$ cat src/rtl/vslc_fetch.sv
// Instruction fetch for the VSLC executor: streams the ladder program from an
// SPI memory (mode 0, READ 0x03 from address 0) and presents it a byte at a time.
module vslc_fetch #(
    parameter int         ADDR_BITS  = 16,
    parameter logic [7:0] END_OPCODE = 8'hFF,
    parameter int         MAX_LEN    = 256,
    parameter int         GAP_CYCLES = 4
) (
    input  logic        clk,
    input  logic        rst_n,
    input  logic        run,
    input  logic [7:0]  ui_in,
    input  logic        spi_miso,
    output logic        spi_sck,
    output logic        spi_cs_n,
    output logic        spi_mosi,
    output logic [7:0]  instr,
    output logic        instr_ready,
    output logic [7:0]  ui_cur,
    output logic [7:0]  ui_prev,
    output logic [15:0] counter,
    output logic        scan_start
);

    localparam int CMD_BITS = 8 + ADDR_BITS;
    localparam int CMD_CYC  = 2 * CMD_BITS;
    localparam int CNT_LIM  = (CMD_CYC > GAP_CYCLES) ? CMD_CYC : GAP_CYCLES;
    localparam int CNT_W    = $clog2(CNT_LIM + 1);
    localparam int BCNT_W   = $clog2(MAX_LEN + 1);
    localparam logic [CMD_BITS-1:0] CMD_WORD = {8'h03, {ADDR_BITS{1'b0}}};

    localparam logic [2:0] S_IDLE    = 3'd0;
    localparam logic [2:0] S_START   = 3'd1;
    localparam logic [2:0] S_CMD     = 3'd2;
    localparam logic [2:0] S_DATA    = 3'd3;
    localparam logic [2:0] S_PRESENT = 3'd4;
    localparam logic [2:0] S_GAP     = 3'd5;

    logic [2:0]          state_q, state_d;
    logic [CNT_W-1:0]    cnt_q, cnt_d;
    logic [BCNT_W-1:0]   byte_cnt_q, byte_cnt_d;
    logic [CMD_BITS-1:0] tx_q, tx_d;
    logic [7:0]          rx_q, rx_d;
    logic [7:0]          instr_q, instr_d;
    logic [7:0]          ui_cur_q, ui_cur_d;
    logic [7:0]          ui_prev_q, ui_prev_d;
    logic [15:0]         counter_q, counter_d;
    logic                sck_q, sck_d;
    logic                cs_n_q, cs_n_d;
    logic                mosi_q, mosi_d;
    logic                instr_ready_q, instr_ready_d;
    logic                scan_start_q, scan_start_d;
    logic [7:0]          rx_byte_s;
    logic                start_s;

    // Next-state logic; outputs are derived from the next state so they register cleanly
    always_comb begin
        state_d    = state_q;
        cnt_d      = cnt_q + CNT_W'(1);
        byte_cnt_d = byte_cnt_q;
        rx_d       = rx_q;
        instr_d    = instr_q;
        counter_d  = counter_q + 16'd1;
        rx_byte_s  = {rx_q[6:0], spi_miso};

        case (state_q)
            S_IDLE: begin
                cnt_d = CNT_W'(0);
                if (run) state_d = S_START;
                else     state_d = S_IDLE;
            end
            S_START: begin
                cnt_d   = CNT_W'(0);
                state_d = S_CMD;
            end
            S_CMD: begin
                if (cnt_q == CNT_W'(CMD_CYC - 1)) begin
                    cnt_d   = CNT_W'(0);
                    state_d = S_DATA;
                end else begin
                    state_d = S_CMD;
                end
            end
            S_DATA: begin
                // miso is captured on the edge that ends the sck-high phase
                if (cnt_q[0]) rx_d = rx_byte_s;
                else          rx_d = rx_q;
                if (cnt_q == CNT_W'(15)) begin
                    cnt_d = CNT_W'(0);
                    if (rx_byte_s == END_OPCODE) begin
                        state_d = S_GAP;
                    end else begin
                        state_d    = S_PRESENT;
                        instr_d    = rx_byte_s;
                        byte_cnt_d = byte_cnt_q + BCNT_W'(1);
                    end
                end else begin
                    state_d = S_DATA;
                end
            end
            S_PRESENT: begin
                if (cnt_q == CNT_W'(2)) begin
                    cnt_d = CNT_W'(0);
                    if (byte_cnt_q == BCNT_W'(MAX_LEN)) state_d = S_GAP;
                    else if (!run)                      state_d = S_GAP;
                    else                                state_d = S_DATA;
                end else begin
                    state_d = S_PRESENT;
                end
            end
            S_GAP: begin
                if (cnt_q == CNT_W'(GAP_CYCLES - 1)) begin
                    cnt_d = CNT_W'(0);
                    if (run) state_d = S_START;
                    else     state_d = S_IDLE;
                end else begin
                    state_d = S_GAP;
                end
            end
            default: begin
                cnt_d   = CNT_W'(0);
                state_d = S_IDLE;
            end
        endcase

        // Snapshot, pulse and counter clear all land together on entry to START
        start_s      = (state_d == S_START);
        scan_start_d = start_s;
        ui_cur_d     = start_s ? ui_in    : ui_cur_q;
        ui_prev_d    = start_s ? ui_cur_q : ui_prev_q;
        byte_cnt_d   = start_s ? BCNT_W'(0) : byte_cnt_d;

        if (start_s)                              tx_d = CMD_WORD;
        else if ((state_q == S_CMD) && cnt_q[0])  tx_d = {tx_q[CMD_BITS-2:0], 1'b0};
        else                                      tx_d = tx_q;

        cs_n_d        = (state_d == S_IDLE) || (state_d == S_GAP) || (state_d == S_START && 1'b0);
        cs_n_d        = (state_d == S_IDLE) || (state_d == S_GAP);
        sck_d         = ((state_d == S_CMD) || (state_d == S_DATA)) && cnt_d[0];
        mosi_d        = (state_d == S_CMD) && tx_d[CMD_BITS-1];
        instr_ready_d = (state_d == S_PRESENT) && (cnt_d < CNT_W'(2));
    end

    // State and registered outputs with synchronous active-low reset
    always_ff @(posedge clk) begin
        if (!rst_n) begin
            state_q       <= S_IDLE;
            cnt_q         <= CNT_W'(0);
            byte_cnt_q    <= BCNT_W'(0);
            tx_q          <= {CMD_BITS{1'b0}};
            rx_q          <= 8'h00;
            instr_q       <= 8'h00;
            ui_cur_q      <= 8'h00;
            ui_prev_q     <= 8'h00;
            counter_q     <= 16'h0000;
            sck_q         <= 1'b0;
            cs_n_q        <= 1'b1;
            mosi_q        <= 1'b0;
            instr_ready_q <= 1'b0;
            scan_start_q  <= 1'b0;
        end else begin
            state_q       <= state_d;
            cnt_q         <= cnt_d;
            byte_cnt_q    <= byte_cnt_d;
            tx_q          <= tx_d;
            rx_q          <= rx_d;
            instr_q       <= instr_d;
            ui_cur_q      <= ui_cur_d;
            ui_prev_q     <= ui_prev_d;
            counter_q     <= counter_d;
            sck_q         <= sck_d;
            cs_n_q        <= cs_n_d;
            mosi_q        <= mosi_d;
            instr_ready_q <= instr_ready_d;
            scan_start_q  <= scan_start_d;
        end
    end

    assign spi_sck     = sck_q;
    assign spi_cs_n    = cs_n_q;
    assign spi_mosi    = mosi_q;
    assign instr       = instr_q;
    assign instr_ready = instr_ready_q;
    assign ui_cur      = ui_cur_q;
    assign ui_prev     = ui_prev_q;
    assign counter     = counter_q;
    assign scan_start  = scan_start_q;

endmodule

$ cat config.mk
export PLATFORM = sky130hd
export DESIGN_NAME = vslc_fetch
export DESIGN_NICKNAME = d
export VERILOG_FILES = /design/src/rtl/vslc_fetch.sv
export SDC_FILE = /design/constraint.sdc
export NUM_CORES = 1
export LEC_CHECK = 0
export CORE_MARGIN = 2
export CORE_UTILIZATION = 53
export CTS_CLUSTER_DIAMETER = 60
export DETAILED_ROUTE_END_ITERATION = 6
export PLACE_DENSITY = 0.87
export SLEW_MARGIN = 20
export SYNTH_ARGS = -nofsm -noshare
export SYNTH_HDL_FRONTEND = slang
export SYNTH_SLANG_ARGS = --single-unit
$ cat constraint.sdc
create_clock -name clk -period 2.8 [get_ports clk]
set_clock_uncertainty 0.15 [all_clocks]
set_input_delay 0.28 -clock clk [delete_from_list [all_inputs] [get_ports clk]]
set_output_delay 0.28 -clock clk [all_outputs]
set_load 0.01 [all_outputs]
== After elaboration in Yosys (flattened, before gate mapping) ==
Index checks and enable logic that the tools add are counted.

* Flip-flop bits (word level): 78
* Latch bits: 0
* Memory bits (writable): 0
* ROM bits: 0
* Input bits: 12
* Output and inout port bits: 45
* Memories: 0

* Add/sub/neg operators: 3
* Multiply operators: 0
* Div/mod/pow operators: 0
* Order comparisons: 1
* Equality and inequality tests: 16
* Shift-type cells: 0
* Multiplexer cells: 16
* Bitwise logic cells: 2
* Reduce and logical (&&, ||, !) cells: 12

{| class="wikitable"
|+ Operator list
! kind !! number
|-
| 24-bit 2-to-1 mux || 2
|-
| 6-bit 2-to-1 mux || 4
|-
| 6-bit case mux with 4 select lines || 1
|-
| 3-bit case mux with 6 select lines || 1
|-
| 16-bit by 1-bit adder with 16-bit output, second input constant || 1
|-
| 3-bit 2-to-1 mux || 5
|-
| 3-bit by 2-bit equality test with 1-bit output, second input constant || 4
|-
| 3-bit equality test, second input constant || 4
|-
| 6-bit by 2-bit equality test with 1-bit output, second input constant || 2
|-
| 9-bit by 1-bit adder with 9-bit output, second input constant || 1
|-
| 9-bit equality test, second input constant || 1
|-
| 8-bit equality test, second input constant || 1
|-
| 6-bit by 1-bit adder with 6-bit output, second input constant || 1
|-
| 3-bit by 1-bit equality test with 1-bit output, second input constant || 2
|-
| 6-bit by 4-bit equality test with 1-bit output, second input constant || 1
|-
| 6-bit equality test, second input constant || 1
|-
| 3-bit logical NOT || 2
|-
| 6-bit by 2-bit < comparator with 1-bit output, second input constant || 1
|-
| 1-bit logical AND || 4
|-
| 1-bit 2-to-1 mux || 3
|-
| 3-bit AND reduction || 1
|-
| 1-bit logical OR || 2
|-
| 1-bit NOT || 2
|-
| 2-bit AND reduction || 1
|-
| other kinds (2) || 2
|}

== Logic depth before layout (Yosys ltp) ==
* Depth after elaboration: 7
* Depth in mapped cells: 8
* Mapped depth without buffers: 6

== Worst setup path after synthesis ==
Ideal clock, no wire load.

* Path type: register to register
* From: register cnt_q[0]
* To: register instr_ready_q (netlist: instr_ready)
* Setup time: 0.100 ns
* Arrival: 1.970 ns
* Required time: 2.550 ns
* Path slack: 0.580 ns
* Cell stages (with the launch flop): 8
* Path buffers: 1
* Period minus slack after synthesis: 2.220 ns
* Path through: dfxtp_1 > ha_1 > and3_1 > buf_2 > and3_1 > a221o_1 > or2_4 > a2111oi_4

* Cells in the longest elaborated chain, start to end: 5
* Elaborated cells between the ends (all ways): 18
* Classes of those cells: 1 x add/sub; 1 x order compare; 5 x eq/ne; 10 x mux; 1 x reduce/logical

{| class="wikitable"
|+ Ends and longest elaborated chain
! what !! line !! source
|-
| start: declaration || 40 || <nowiki>logic [CNT_W-1:0] cnt_q, cnt_d;</nowiki>
|-
| start signal: assignment || 163 || <nowiki>cnt_q <= cnt_d;</nowiki>
|-
| 6-bit by 1-bit adder with 6-bit output (tied with other cells) || 59 || <nowiki>cnt_d = cnt_q + CNT_W'(1);</nowiki>
|-
| 6-bit 2-to-1 mux (tied with other cells) || 112 || <nowiki>if (cnt_q == CNT_W'(GAP_CYCLES - 1)) begin</nowiki>
|-
| 6-bit case mux with 4 select lines or 3-bit case mux with 6 select lines (tied branches) || 66 || <nowiki>case (state_q)</nowiki>
|-
| 6-bit by 2-bit < comparator with 1-bit output or 3-bit equality test (tied branches) || 141 || <nowiki>instr_ready_d = (state_d == S_PRESENT) && (cnt_d < CNT_W'(2));</nowiki>
|-
| 1-bit logical AND * || 141 ||
|-
| end signal: assignment || 174 || <nowiki>instr_ready_q <= instr_ready_d;</nowiki>
|-
| end: declaration || 51 || <nowiki>logic instr_ready_q, instr_ready_d;</nowiki>
|}

Mark *: on every way between the ends. The rest lies on a longest branch, timed or not.
A chain may end at the register's enable or synchronous reset.

== Worst setup path after layout ==
* From: register cnt_q[0]
* To: register instr_q[7] (netlist: instr[7])

* Cells in the longest elaborated chain, start to end: 2

{| class="wikitable"
|+ Ends and longest elaborated chain
! what !! line !! source
|-
| 6-bit by 4-bit equality test with 1-bit output || 88 || <nowiki>if (cnt_q == CNT_W'(15)) begin</nowiki>
|-
| 3-bit AND reduction (no source line) || n/a ||
|-
| end signal: assignment || 167 || <nowiki>instr_q <= instr_d;</nowiki>
|-
| end: declaration || 44 || <nowiki>logic [7:0] instr_q, instr_d;</nowiki>
|}

Every way passes these cells.

==> summary.md <==
| Metric | Value |
|---|---|
| Outcome | complete, no violations |
| Ports | 57 |
| Non-Filler Instances | 495 |
| Top cells by count, synth | dfxtp_1, mux2i_1, nor2b_1 |
| Async set-or-reset flop fraction in the synthesized netlist | 0 |
| Detailed-route vias per instance | 5.45 |
| Worst Hold Class | reg2reg |
| Max-Cap Viols | 0 |
| Detailed Routing Iterations Pass 1 | 4 |
| Count leader, synth | dfxtp_1 |
| Main flop type after synthesis | dfxtp_1 |
| Drt wl/cell | 14.1 um |
| Chip height | 83.9 um |
| Syn Area/Cell | 9.48 sq um |
| Layout cells sized above 1 | 0.0694 |
| Synth cell types | 51 |
| Reg2reg start | cnt_q[0]$_SDFF_PN0_ |
| Vias in the first global route | 2603 |
| Final #Nets | 430 |
| Reg-to-Reg End | instr[7]$_SDFFE_PN0P_ |
| Clock transition at path regs | 0.08 ns |
| Worst-skew pair later-pin latency | 0.35 ns |
| Max Root-Sink Buffers | 2 |
| Sequential area share after synthesis | 0.462 |
| Crit path to | instr[7]$_SDFFE_PN0P_ |
| H-tree Lvls | 3 |
| Total track usage | 0.204 |
| CTS tree | built |
| Endpoints failing setup | 0 |
| Placeable Area | 0.00628 sq mm |
| Initial cell density of the core | 0.539 |
| Placement row count | 29 |
| Hold Fails Final Rpt | 0 |
| Synthesized cell area | 0.00338 sq mm |
| Setup tns final | 0 ns |
| RSZ-0062 raised after global routing | false |
| Die X | 83.9 um |
| IO buf count | 56 |
| Flop2flop setup slack | 0.41 ns |
| Post-DP HPWL | 4900 um |
| Ys Warns | 0 |
| Synth Register Bits | 78 |
| Die area | 0.00704 sq mm |
| Total wire length | 6990 um |
| Post-Syn Instances | 357 |
| Post-CTS Setup Bufs | 0 |
| Vias | 2698 |
| Final min period | 2.39 ns |
| Largest net degree at the start of global routing | 34 |
| Synth area leaders | dfxtp_1, mux2i_1, nor2b_1 |
| Syn nets | 374 |
| Remaining DRCs | 0 |
| DR iter-0 viols | 178 |
| Cts bufs inserted | 9 |
| Area Overhead vs Synth | 24.8% |
| CTS resizes | 0 |
| Worst Max-Slew Pin Slew | 0.656 ns |
| Worst Setup End Kind | flop |
| Worst EP required | 2.92 ns |
| Root Buffer | clkbuf_8 |
| Top cell type by total area after synthesis | dfxtp_1 |
| Startpoint Class | flop |
| Grt ovf | 0 |
| Number of synthesized flops with an enable pin | 0 |
| Rel. slew slack | 0.561 |
| CP arrival | 2.51 ns |
| Filler cells | 490 |
| Worst VDD drop | 0.450 mV |
| Dpl cells | 479 |
| First-pass GRT wire length | 11700 um |
| Crit share post-route | 0.855 |
| Achievable clock frequency | 418 MHz |
| Synth top area share | 0.462 |
| Crit Path Max Fanout | 10 |
| Pleak | 0.00157 uW |
| PD cells | 533 mW/mm^2 |
| Cts-stage hold buffer count | 0 |
| Max-slew violation count | 0 |
| Routed Antenna Nets | 0 |
| CP startpoint | cnt_q[0]$_SDFF_PN0_ |
| Sink Count | 78 |
| GP Congestion | 0.919 |
| FF-to-FF path depth | 6 |
| # diodes | 0 |
| Crit path kind | reg2reg |
| Initial antenna violation count | 0 |
state kept, by name (all words and copies together), names as in the netlist:
| name | flops |
|---|---|
| counter | 16 |
| byte_cnt_q | 9 |
| instr | 8 |
| tx_q | 8 |
| ui_cur | 8 |
| ui_prev | 8 |
| rx_q | 7 |
| cnt_q | 6 |
| state_q | 3 |
| instr_ready | 1 |
| scan_start | 1 |
| spi_cs_n | 1 |
| spi_mosi | 1 |
| spi_sck | 1 |
worst min-delay path by stage:
stage / start / end / depth (start not counted)
2_1_floorplan: spi_miso / instr[0]$_SDFFE_PN0P_ / 2
3_3_place_gp: instr[0]$_SDFFE_PN0P_ / instr[0]$_SDFFE_PN0P_ / 2
3_5_place_dp: instr[3]$_SDFFE_PN0P_ / instr[3]$_SDFFE_PN0P_ / 2
4_1_cts: instr[3]$_SDFFE_PN0P_ / instr[3]$_SDFFE_PN0P_ / 2
5_1_grt: instr[3]$_SDFFE_PN0P_ / instr[3]$_SDFFE_PN0P_ / 2
6_report: instr[3]$_SDFFE_PN0P_ / instr[3]$_SDFFE_PN0P_ / 2
cells by family (layout without fill, tap and decap cells):
logic type	Yosys count	count (layout)	synth area share
buffers and inverters	27	88	0.0348
AOI/OAI and AO/OA	45	45	0.0995
muxes	30	30	0.0895
adders and majority gates	5	5	0.0185
and+or+nand+nor	152	152	0.244
DFF	78	78	0.462
xor gates and xnor gates	20	20	0.0518
where the power goes:
group / switching, uW / internal (uW) / leakage, uW
logic: 86.1 / 99.3 / 0.000825
clock network: 381 / 524 / 0.000110
registers: 23.6 / 1130 / 0.000632
total: 491 / 1760 / 0.00157
per-stage QoR:
stage | hold WS (ns) | total power, uW | instance area (sq um) | worst slack [ns] | util
floorplan | 0.277 | 1290 | 3380 | 0.580 | -
global placement | 0.302 | 1360 | 4010 | 0.571 | 0.638
detailed placement | 0.305 | 1370 | 4010 | 0.459 | 0.638
CTS | 0.315 | 2270 | 4220 | 0.417 | 0.673
global route | 0.353 | 2330 | 4220 | 0.187 | 0.673
finish | 0.312 | 2250 | 4220 | 0.407 | 0.673
routing by layer:
layer / share of wire / GRT usage / vias up / routed length, um
met5: 0 / 0 / - / 0
met4: 0.024 / 0.0938 / 0 / 167
met3: 0.058 / 0.0643 / 17 / 405
met2: 0.48 / 0.336 / 82 / 3370
met1: 0.44 / 0.242 / 1264 / 3040
li1: - / - / 1335 / -
cell usage in the layout, fill, tap and decap left out, types with 9 or more instances in the layout:
master / netlist / routed
xnor2_1: 13 / 13
inv_1: 11 / 11
clkdlybuf4s50_1: 0 / 56
clkbuf_8: 0 / 10
nand2_1: 26 / 26
and2_1: 16 / 16
nor2b_1: 28 / 28
dfxtp_1: 78 / 78
nand3_1: 10 / 10
mux2i_1: 28 / 28
a21boi_0: 9 / 9
nor2_1: 25 / 25
critical path: stages (launching register included):
cell	delay (ns)
dfxtp_1	0.41
ha_1	0.25
and3_1	0.32
nand3_1	0.23
nor2_1	0.59
nand2_1	0.13
a21boi_0	0.22
layout make-up:
cell class	count	area (sq um)	share of cell area
Clock buffer	12	145	0.0344
Timing Repair Buffer	61	598	0.142
Sequential cell	78	1560	0.370
Inverter	11	41.3	0.00978
Clock inverter	4	70.1	0.0166
Multi-Input combinational cell	252	1710	0.405
Tap cell	77	96.3	0.0228
Note: power is estimated with default switching activity, not from simulation.
